<file path="src/rtl/delay_arbiter_if.sv">
// Bus between the delay requesters and delay_arbiter: timebase strobe, levels, per-requester
// tick counts going in, and the grant/done/busy/owner status coming back.
interface delay_arbiter_if #(
   parameter int NREQ = 4,
   parameter int N    = 8
);
   localparam int OW = $clog2(NREQ);

   logic              ena;
   logic [NREQ-1:0]   req;
   logic [NREQ*N-1:0] ticks;
   logic [NREQ-1:0]   grant;
   logic [NREQ-1:0]   done;
   logic              busy;
   logic [OW-1:0]     owner;

   modport master (
      output ena, req, ticks,
      input  grant, done, busy, owner
   );

   modport slave (
      input  ena, req, ticks,
      output grant, done, busy, owner
   );
endinterface

</file>
<file path="src/rtl/delay_arbiter.sv">
// Round-robin arbiter lending one shared tick counter to NREQ one-shot delay requesters.
// Macro DELAY_ARBITER_ABORT_EN: owner dropping req while counting aborts its delay (no done).
module delay_arbiter #(
   parameter int NREQ = 4,
   parameter int N    = 8
) (
   input logic            clk,
   input logic            rst,
   delay_arbiter_if.slave bus
);
   localparam int OW = $clog2(NREQ);

   typedef enum logic [1:0] {
      IDLE  = 2'd0,
      COUNT = 2'd1,
      DONE  = 2'd2
   } state_t;

   state_t          state_reg, state_next;
   logic [OW-1:0]   owner_reg, owner_next;
   logic [OW-1:0]   ptr_reg, ptr_next;
   logic [N-1:0]    tick_cap_reg, tick_cap_next;
   logic [N-1:0]    count_reg, count_next;
   logic [NREQ-1:0] grant_reg, grant_next;
   logic [NREQ-1:0] done_reg, done_next;
   logic            busy_reg, busy_next;

   logic [NREQ-1:0] owner_onehot;
   logic [OW-1:0]   pick;
   logic            pick_valid;
   logic [OW-1:0]   ptr_after;

   assign ptr_after = OW'((int'(owner_reg) + 1) % NREQ);

   // First requester at or above the pointer, wrapping; the pointer slot has top priority.
   always_comb begin
      pick       = '0;
      pick_valid = 1'b0;
      for (int k = 0; k < NREQ; k++) begin
         if (!pick_valid && bus.req[(int'(ptr_reg) + k) % NREQ]) begin
            pick       = OW'((int'(ptr_reg) + k) % NREQ);
            pick_valid = 1'b1;
         end
      end
   end

   always_comb begin
      state_next    = state_reg;
      owner_next    = owner_reg;
      ptr_next      = ptr_reg;
      tick_cap_next = tick_cap_reg;
      count_next    = count_reg;
      case (state_reg)
         IDLE: begin
            if (pick_valid) begin
               state_next    = COUNT;
               owner_next    = pick;
               tick_cap_next = bus.ticks[int'(pick)*N +: N];
               count_next    = '0;
            end
         end
         COUNT: begin
`ifdef DELAY_ARBITER_ABORT_EN
            if (!bus.req[owner_reg]) begin
               state_next = IDLE;
               ptr_next   = ptr_after;
            end else
`endif
            // Compare before increment so an all-ones delay never wraps.
            if (bus.ena) begin
               if (count_reg == tick_cap_reg) begin
                  state_next = DONE;
               end else begin
                  count_next = count_reg + N'(1);
               end
            end
         end
         DONE: begin
            state_next = IDLE;
            ptr_next   = ptr_after;
         end
         default: state_next = IDLE;
      endcase
   end

   for (genvar gi = 0; gi < NREQ; gi++) begin : g_onehot
      assign owner_onehot[gi] = (owner_next == OW'(gi));
   end

   // Outputs are decoded from the next state so they can be registered alongside it.
   always_comb begin
      grant_next = (state_next == COUNT) ? owner_onehot : '0;
      done_next  = (state_next == DONE)  ? owner_onehot : '0;
      busy_next  = (state_next != IDLE);
   end

   always_ff @(posedge clk or negedge rst) begin
      if (!rst) begin
         state_reg    <= IDLE;
         owner_reg    <= '0;
         ptr_reg      <= '0;
         tick_cap_reg <= '0;
         count_reg    <= '0;
         grant_reg    <= '0;
         done_reg     <= '0;
         busy_reg     <= 1'b0;
      end else begin
         state_reg    <= state_next;
         owner_reg    <= owner_next;
         ptr_reg      <= ptr_next;
         tick_cap_reg <= tick_cap_next;
         count_reg    <= count_next;
         grant_reg    <= grant_next;
         done_reg     <= done_next;
         busy_reg     <= busy_next;
      end
   end

   assign bus.grant = grant_reg;
   assign bus.done  = done_reg;
   assign bus.busy  = busy_reg;
   assign bus.owner = owner_reg;
endmodule

</file>
<file path="src/flat_wrapper.sv">
// flat-port wrapper written by rule: the top's interface ports become plain ports
module delay_arbiter_flat 
#(
   parameter int NREQ = 4,
   parameter int N    = 8
)
  (clk, rst, bus_ena, bus_req, bus_ticks, bus_grant, bus_done, bus_busy, bus_owner);
  delay_arbiter_if #(.NREQ(NREQ), .N(N)) bus_i ();
  input logic clk;
  input logic rst;
  input wire logic [$bits(bus_i.ena)-1:0] bus_ena;
  input wire logic [$bits(bus_i.req)-1:0] bus_req;
  input wire logic [$bits(bus_i.ticks)-1:0] bus_ticks;
  output wire logic [$bits(bus_i.grant)-1:0] bus_grant;
  output wire logic [$bits(bus_i.done)-1:0] bus_done;
  output wire logic [$bits(bus_i.busy)-1:0] bus_busy;
  output wire logic [$bits(bus_i.owner)-1:0] bus_owner;
  assign bus_i.ena = bus_ena;
  assign bus_i.req = bus_req;
  assign bus_i.ticks = bus_ticks;
  assign bus_grant = bus_i.grant;
  assign bus_done = bus_i.done;
  assign bus_busy = bus_i.busy;
  assign bus_owner = bus_i.owner;
  delay_arbiter #(.NREQ(NREQ), .N(N)) u_core (.clk(clk), .rst(rst), .bus(bus_i));
endmodule
</file>
<file path="config.mk">
export PLATFORM = sky130hd
export DESIGN_NAME = delay_arbiter_flat
export DESIGN_NICKNAME = d
export VERILOG_FILES = /design/src/rtl/delay_arbiter_if.sv /design/src/rtl/delay_arbiter.sv /design/src/flat_wrapper.sv
export SDC_FILE = /design/constraint.sdc
export NUM_CORES = 1
export LEC_CHECK = 0
export BUFFER_PORTS_ARGS = -buffer_cell sky130_fd_sc_hd__buf_2
export CORE_MARGIN = 2
export CORE_UTILIZATION = 50
export CTS_CLUSTER_SIZE = 24
export DETAILED_ROUTE_END_ITERATION = 6
export GPL_TIMING_DRIVEN = 0
export PLACE_DENSITY = 0.77
export SETUP_SLACK_MARGIN = 0.4
export SYNTH_ARGS = -nofsm -noshare
export SYNTH_HDL_FRONTEND = slang
export SYNTH_SLANG_ARGS = --single-unit
</file>
<file path="constraint.sdc">
create_clock -name clk -period 2.5 [get_ports clk]
set_input_delay 0.375 -clock clk [delete_from_list [all_inputs] [get_ports clk]]
set_output_delay 0.375 -clock clk [all_outputs]
set_load 0.02 [all_outputs]
</file>
==> metrics.yaml, run 1 <==
min_path_type: "in2async"
coreArea_mm2: 0.003311
fp-row-count: 21
p_int_mw: 1.198
fin_skew_ns: 0.01213
initial_core_util: 0.5178
finalCritPeriodShare: 0.7739
maxCapViolCount: 0
critPathMaxFanout: 10
yosys_warnings: 0
antenna_found_initial: 0
startpoint: "u_core.ptr_reg[1]"
htreeDepth: 2
slowest_delay_ns: 0.47
die_width_um: 62.55
postCtsSetupRepairBufs: 0
synth_seq_cells: 31
fin_util: 0.6391
ant_nets: 0
final_cell_mix: "buf_2, dfrtp_1, a21oi_1, nor2_1, o21ai_0"
post_drt_wl_per_cell_um: 12.74
num_antenna_cells: 0
reg2reg_to: "u_core.tick_cap_reg[4]"
rsz0062_at_grt: "false"
stdcell_count: 269
worstMarginPinSlew_ns: 0.6362
finalSetupViolCount: 0
synthesis.nets: 206
path_delay_family: "compound AO/OA/AOI/OAI gates"
dieArea_mm2: 0.003913
wl_um: 3428
cts_hold_buf: 0
ctsResizeCount: 0
netlist_instances: 166
grt_start_max_net_pins: 32
synth_ff_type: "dfrtp_1"
cp_num_buf_inv: 1
critPathRequiredTime_ns: 2.71
clk_pin_slew_worst_paths_ns: 0.10
reg2reg_from: "u_core.ptr_reg[1]"
gp_congestion: 0.7688
p_leak_nw: 1.020
power_frac_clock: 0.215
post-place-cells: 261
crit_cells: 6
slew-limit-headroom: 0.5759
rrSetupSlack_ns: 0.57
cts_inserted_buffers: 5
r2r_cells: 6
hold_viol: 0
grt_pass1_wl_um: 5961
status: "finished clean"
overflow: 0
period_needed_ns: 1.935
ir_drop_mv: 0.4683
synth_async_sr_flop_share: 1.000
die_h_um: 62.55
cts_root_buffer: "clkbuf_4"
fillers: 291
slew_violations: 0
vias: 1432
route.detailed.drc: 0
track_usage: 0.1947
p_seq_frac: 0.423
endpoint_kind: "flip-flop"
max_freq_mhz: 516.9
start_kind: "flip-flop"
fin_nets: 262
viasPerCell: 5.323
seq_area_frac_synth: 0.4526
grt_pass1_vias: 1386
cts_tree: "built"
synth_edf_count: 0
final_common_cell: "buf_2"
path_class: "reg2reg"
dr.first_iter.drc_count: 50
cts_buffer_depth: 2
arrival_ns: 2.14
dpl_cell_area_mm2: 0.002017
synth_area_mm2: 0.001714
power_density_mw_per_mm2: 887.7
drt-pass1-iter-count: 4
comb_power_share: 0.362
syn_to_final_growth_pct: 23.43
post-dp-hpwl_um: 2664
ioPinCount: 50
clock_sink_count: 31
switching_share: 0.3619
synth.distinct_cells: 40
syn_area_per_cell_um2: 10.33
critPathCapture: "u_core.tick_cap_reg[4]"
slowest_stage: "dfrtp_1"
seq_area_um2: 775.7
crit_chain: "nand2b_1 > a21o_1 > buf_4 > nand2_4 > mux2_4 > a221o_1"
multi_input_area_um2: 895.9
insertion_delay_ns: 0.33
p_sw_uw: 679.8
fin_area_mm2: 0.002116
fin_tns_setup_ns: 0
port_buffers: 49
drive_above_1_share: 0.3543
## power groups by stage
stage	Combinational [mW]	Sequential, mW	Clock (mW)
global placement	0.645	0.797	0
finish	0.680	0.794	0.404
global route	0.759	0.815	0.442
floorplan	0.452	0.818	0
CTS	0.660	0.796	0.416
detailed placement	0.658	0.805	0
## worst min-delay path by stage
| stage | cells past startpoint | end | slack, ns | start |
|---|---|---|---|---|
| 2_1_floorplan | 0 | u_core.bus.busy | 0.08 | rst |
| 3_3_place_gp | 1 | u_core.count_reg[2] | 0.43 | rst |
| 3_5_place_dp | 1 | u_core.count_reg[2] | 0.44 | rst |
| 4_1_cts | 1 | u_core.count_reg[2] | 0.06 | rst |
| 5_1_grt | 1 | u_core.tick_cap_reg[0] | 0.09 | rst |
| 6_report | 1 | u_core.count_reg[5] | 0.05 | rst |
## layout make-up
type                    count  area share
plain buffers               4     0.01360
clock buffers               6     0.02425
clock inverters             2     0.01656
inverters                   7     0.01242
multi-input cells         124      0.4234
flip-flops and latches     31      0.3666
well taps                  46     0.02720
repair buffers             49      0.1159
## worst register-to-register path, cell delays in order, from the launching register on
cell and delay, ns:
dfrtp_1 0.47, nand2b_1 0.21, a21o_1 0.19, buf_4 0.16
nand2_4 0.16, mux2_4 0.31, a221o_1 0.32
## kinds of logic (layout without fill, tap and decap cells)
family,after synthesis,after routing,share of synthesized area
AOI/OAI and AO/OA,51,51,0.2168
xor gates and xnor gates,9,9,0.04599
adders and majority gates,1,1,0.007298
buffers and inverters,11,68,0.03211
DFF,31,31,0.4526
muxes,10,10,0.07592
and+or+nand+nor,53,53,0.1693
## per-stage QoR
| step | worst slack [ns] | hold slack (ns) | total power [mW] |
|---|---|---|---|
| after global routing | 0.4730 | 0.08631 | 2.016 |
| after detailed placement | 0.4796 | 0.4421 | 1.463 |
| after floorplan | 0.7025 | 0.07941 | 1.270 |
| after global placement | 0.5001 | 0.4340 | 1.442 |
| after CTS | 0.5017 | 0.06230 | 1.872 |
| final | 0.5653 | 0.05227 | 1.878 |
## layer usage
layer / global-route usage / up-vias / share of wire
met5: 0 / - / 0
met4: 0.08611 / 0 / 0.0085
met3: 0.05586 / 5 / 0.061
met2: 0.3253 / 54 / 0.48
met1: 0.2338 / 644 / 0.45
li1: - / 729 / -
## cells in the mapped netlist, types with 2 or more instances
library cell	instances	share of area
a211oi_1	4	0.018
a21o_1	2	0.0088
a21oi_1	11	0.032
a221o_1	6	0.035
and3_2	2	0.0088
dfrtp_1	31	0.45
inv_1	6	0.013
mux2_4	6	0.053
mux2i_1	4	0.023
nand2_1	9	0.020
nand2b_1	4	0.015
nand3_1	10	0.029
nand4_1	2	0.0073
nor2_1	11	0.024
nor3_1	2	0.0058
nor3_2	2	0.012
nor4_1	2	0.0073
o211ai_1	4	0.018
o21ai_0	11	0.032
o31a_1	2	0.010
o31ai_1	6	0.026
or3_1	4	0.015
xor2_1	8	0.041
Power figures use the tool's default switching activity.
==> inputs of run 2 (changes only) <==
- clock period: 2.5 -> 1.9 ns (I/O delays scaled with it)
==> run 2 against run 1 <==
  * Combinational power up 88%
  * Sequential share of layout area is 3.6 points lower
  * Largest power group is now combinational cells
  * Routed wire length grew 27%
  * Clock power shrank 10%
  * Via count rose by 13%
  * First-iteration DRC count rose by 44%
==> metrics.yaml, run 2 (synthesis results as in run 1) <==
status: "finished clean"  # unchanged
ant_nets: 0  # unchanged
endpoint_kind: "flip-flop"  # unchanged
grt_pass1_wl_um: 6975  # was 5961 um
finalSetupViolCount: 0  # unchanged
p_seq_frac: 0.389  # was 0.423
dr.first_iter.drc_count: 72  # was 50
fin_area_mm2: 0.002379  # was 0.002116 mm^2
finalCritPeriodShare: 0.9284  # was 0.7739
fin_ws_ns: 0.1361  # was 0.5653 ns
total_power_mw: 2.689  # was 1.878 mW
stdcell_count: 291  # was 269
critPathRequiredTime_ns: 2.17  # was 2.71 ns
post_drt_wl_per_cell_um: 14.96  # was 12.74 um
wl_um: 4354  # was 3428 um
crit_chain: "xor2_2 > nor4_4 > a2111o_1 > or3_1 > a21oi_1"  # was nand2b_1 > a21o_1 > buf_4 > nand2_4 > mux2_4 > a221o_1
die_h_um: 62.55  # unchanged
grt_pass1_vias: 1556  # was 1386
track_usage: 0.2264  # was 0.1947
maxCapViolCount: 0  # unchanged
slew-limit-headroom: 0.5649  # was 0.5759
initial_core_util: 0.5178  # unchanged
num_antenna_cells: 0  # unchanged
worstMarginPinSlew_ns: 0.6526  # was 0.6362 ns
port_buffers: 49  # unchanged
cts_inserted_buffers: 5  # unchanged
vias: 1611  # was 1432
cts_root_buffer: "clkbuf_4"  # unchanged
insertion_delay_ns: 0.34  # was 0.33 ns
grt_start_max_net_pins: 32  # unchanged
fin_nets: 284  # was 262
antenna_found_initial: 0  # unchanged
fin_skew_ns: 0.01376  # was 0.01213 ns
drive_above_1_share: 0.4939  # was 0.3543
coreArea_mm2: 0.003311  # unchanged
path_class: "reg2reg"  # unchanged
max_freq_mhz: 566.9  # was 516.9 MHz
period_needed_ns: 1.764  # was 1.935 ns
clock_sink_count: 31  # unchanged
dp_slack_ns: -0.09990  # was 0.4796 ns
cts_tree: "built"  # unchanged
gp_congestion: 0.7661  # was 0.7688
start_kind: "flip-flop"  # unchanged
slew_violations: 0  # unchanged
holdWs_ns: 0.2713  # was 0.05227 ns
ir_drop_mv: 0.5331  # was 0.4683 mV
rsz0062_at_grt: "true"  # was false
die_width_um: 62.55  # unchanged
p_leak_nw: 1.130  # was 1.020 nW
post-place-cells: 261  # unchanged
clk_pin_slew_worst_paths_ns: 0.10  # about the same
overflow: 0  # unchanged
slowest_stage: "a2111o_1"  # was dfrtp_1
power_density_mw_per_mm2: 1131  # was 887.7 mW/mm^2
dpl_cell_area_mm2: 0.002076  # was 0.002017 mm^2
syn_to_final_growth_pct: 38.76  # was 23.43%
viasPerCell: 5.536  # was 5.323
comb_power_share: 0.476  # was 0.362
drt-pass1-iter-count: 4  # unchanged
p_int_mw: 1.627  # was 1.198 mW
switching_share: 0.3950  # was 0.3619
dieArea_mm2: 0.003913  # unchanged
min_path_type: "in2reg"  # was in2async
route.detailed.drc: 0  # unchanged
arrival_ns: 2.03  # was 2.14 ns
htreeDepth: 2  # unchanged
cts_buffer_depth: 2  # unchanged
critPathMaxFanout: 5  # was 10
final_common_cell: "buf_2"  # unchanged
p_sw_mw: 1.062  # was 679.8 uW
slowest_delay_ns: 0.48  # was 0.47 ns
hold_viol: 0  # unchanged
power_frac_clock: 0.135  # was 0.215
post-dp-hpwl_um: 2888  # was 2664 um
path_delay_family: "compound AO/OA/AOI/OAI gates"  # unchanged
ioPinCount: 50  # unchanged
final_cell_mix: "buf_2, dfrtp_1, buf_4"  # was buf_2, dfrtp_1, a21oi_1, nor2_1, o21ai_0
fp-row-count: 21  # unchanged
fin_tns_setup_ns: 0  # unchanged
cp_num_buf_inv: 0  # was 1
fin_util: 0.7184  # was 0.6391
-- run 2: final timing paths --
| path | slack, ns | depth (start not counted) | startpoint | to |
|---|---|---|---|---|
| worst max-delay path | 0.14 | 5 | u_core.count_reg[6] | u_core.count_reg[7] |
| worst min-delay path | 0.27 | 3 | bus_ena | u_core.bus.done[0] |
| worst max register to register | 0.14 | 5 | u_core.count_reg[6] | u_core.count_reg[7] |
| worst min register to register | 0.54 | 1 | u_core.bus.owner[0] | u_core.ptr_reg[0] |
| max in group asynchronous | 0.92 | 2 | rst | u_core.ptr_reg[0] |
| min in group asynchronous | 0.52 | 2 | rst | u_core.count_reg[4] |
-- run 2: worst reg2reg max path: stages (launching register included) --
cell      delay, ns
dfrtp_2        0.46
xor2_2         0.20
nor4_4         0.09
a2111o_1       0.48
or3_1          0.34
a21oi_1        0.13
-- run 2: power by group through the flow --
stage               Combinational (mW)  Sequential, mW  Clock [mW]
global placement                 0.915            1.04           0
floorplan                        0.659            1.08           0
CTS                               1.12            1.02       0.366
detailed placement               0.950            1.06           0
finish                            1.28            1.05       0.363
global route                      1.39            1.07       0.403
-- run 2: what timing repair did --
item                       4_1_cts  5_1_grt
setup buffers                   15        6
setup endpoints to repair       27       28
pin swaps                        9        7
hold endpoints to repair        31        0
hold buffers                     1        0
gates resized for setup         13        9
-- run 2: routing by layer --
metal,share of wire,global-route usage
met5,0,0
met4,0.016,0.09167
met3,0.053,0.05405
met2,0.51,0.4032
met1,0.42,0.2606
-- run 2: layout make-up --
cell class / count / area (um^2)
buffer: 4 / 47.55
tap: 46 / 57.56
multi-input combinational: 124 / 992.2
fill: 246 / 932.1
inverter: 7 / 26.28
clock inverter: 3 / 15.01
clock buffer: 5 / 37.54
sequential: 31 / 785.8
timing repair buffer: 71 / 416.7
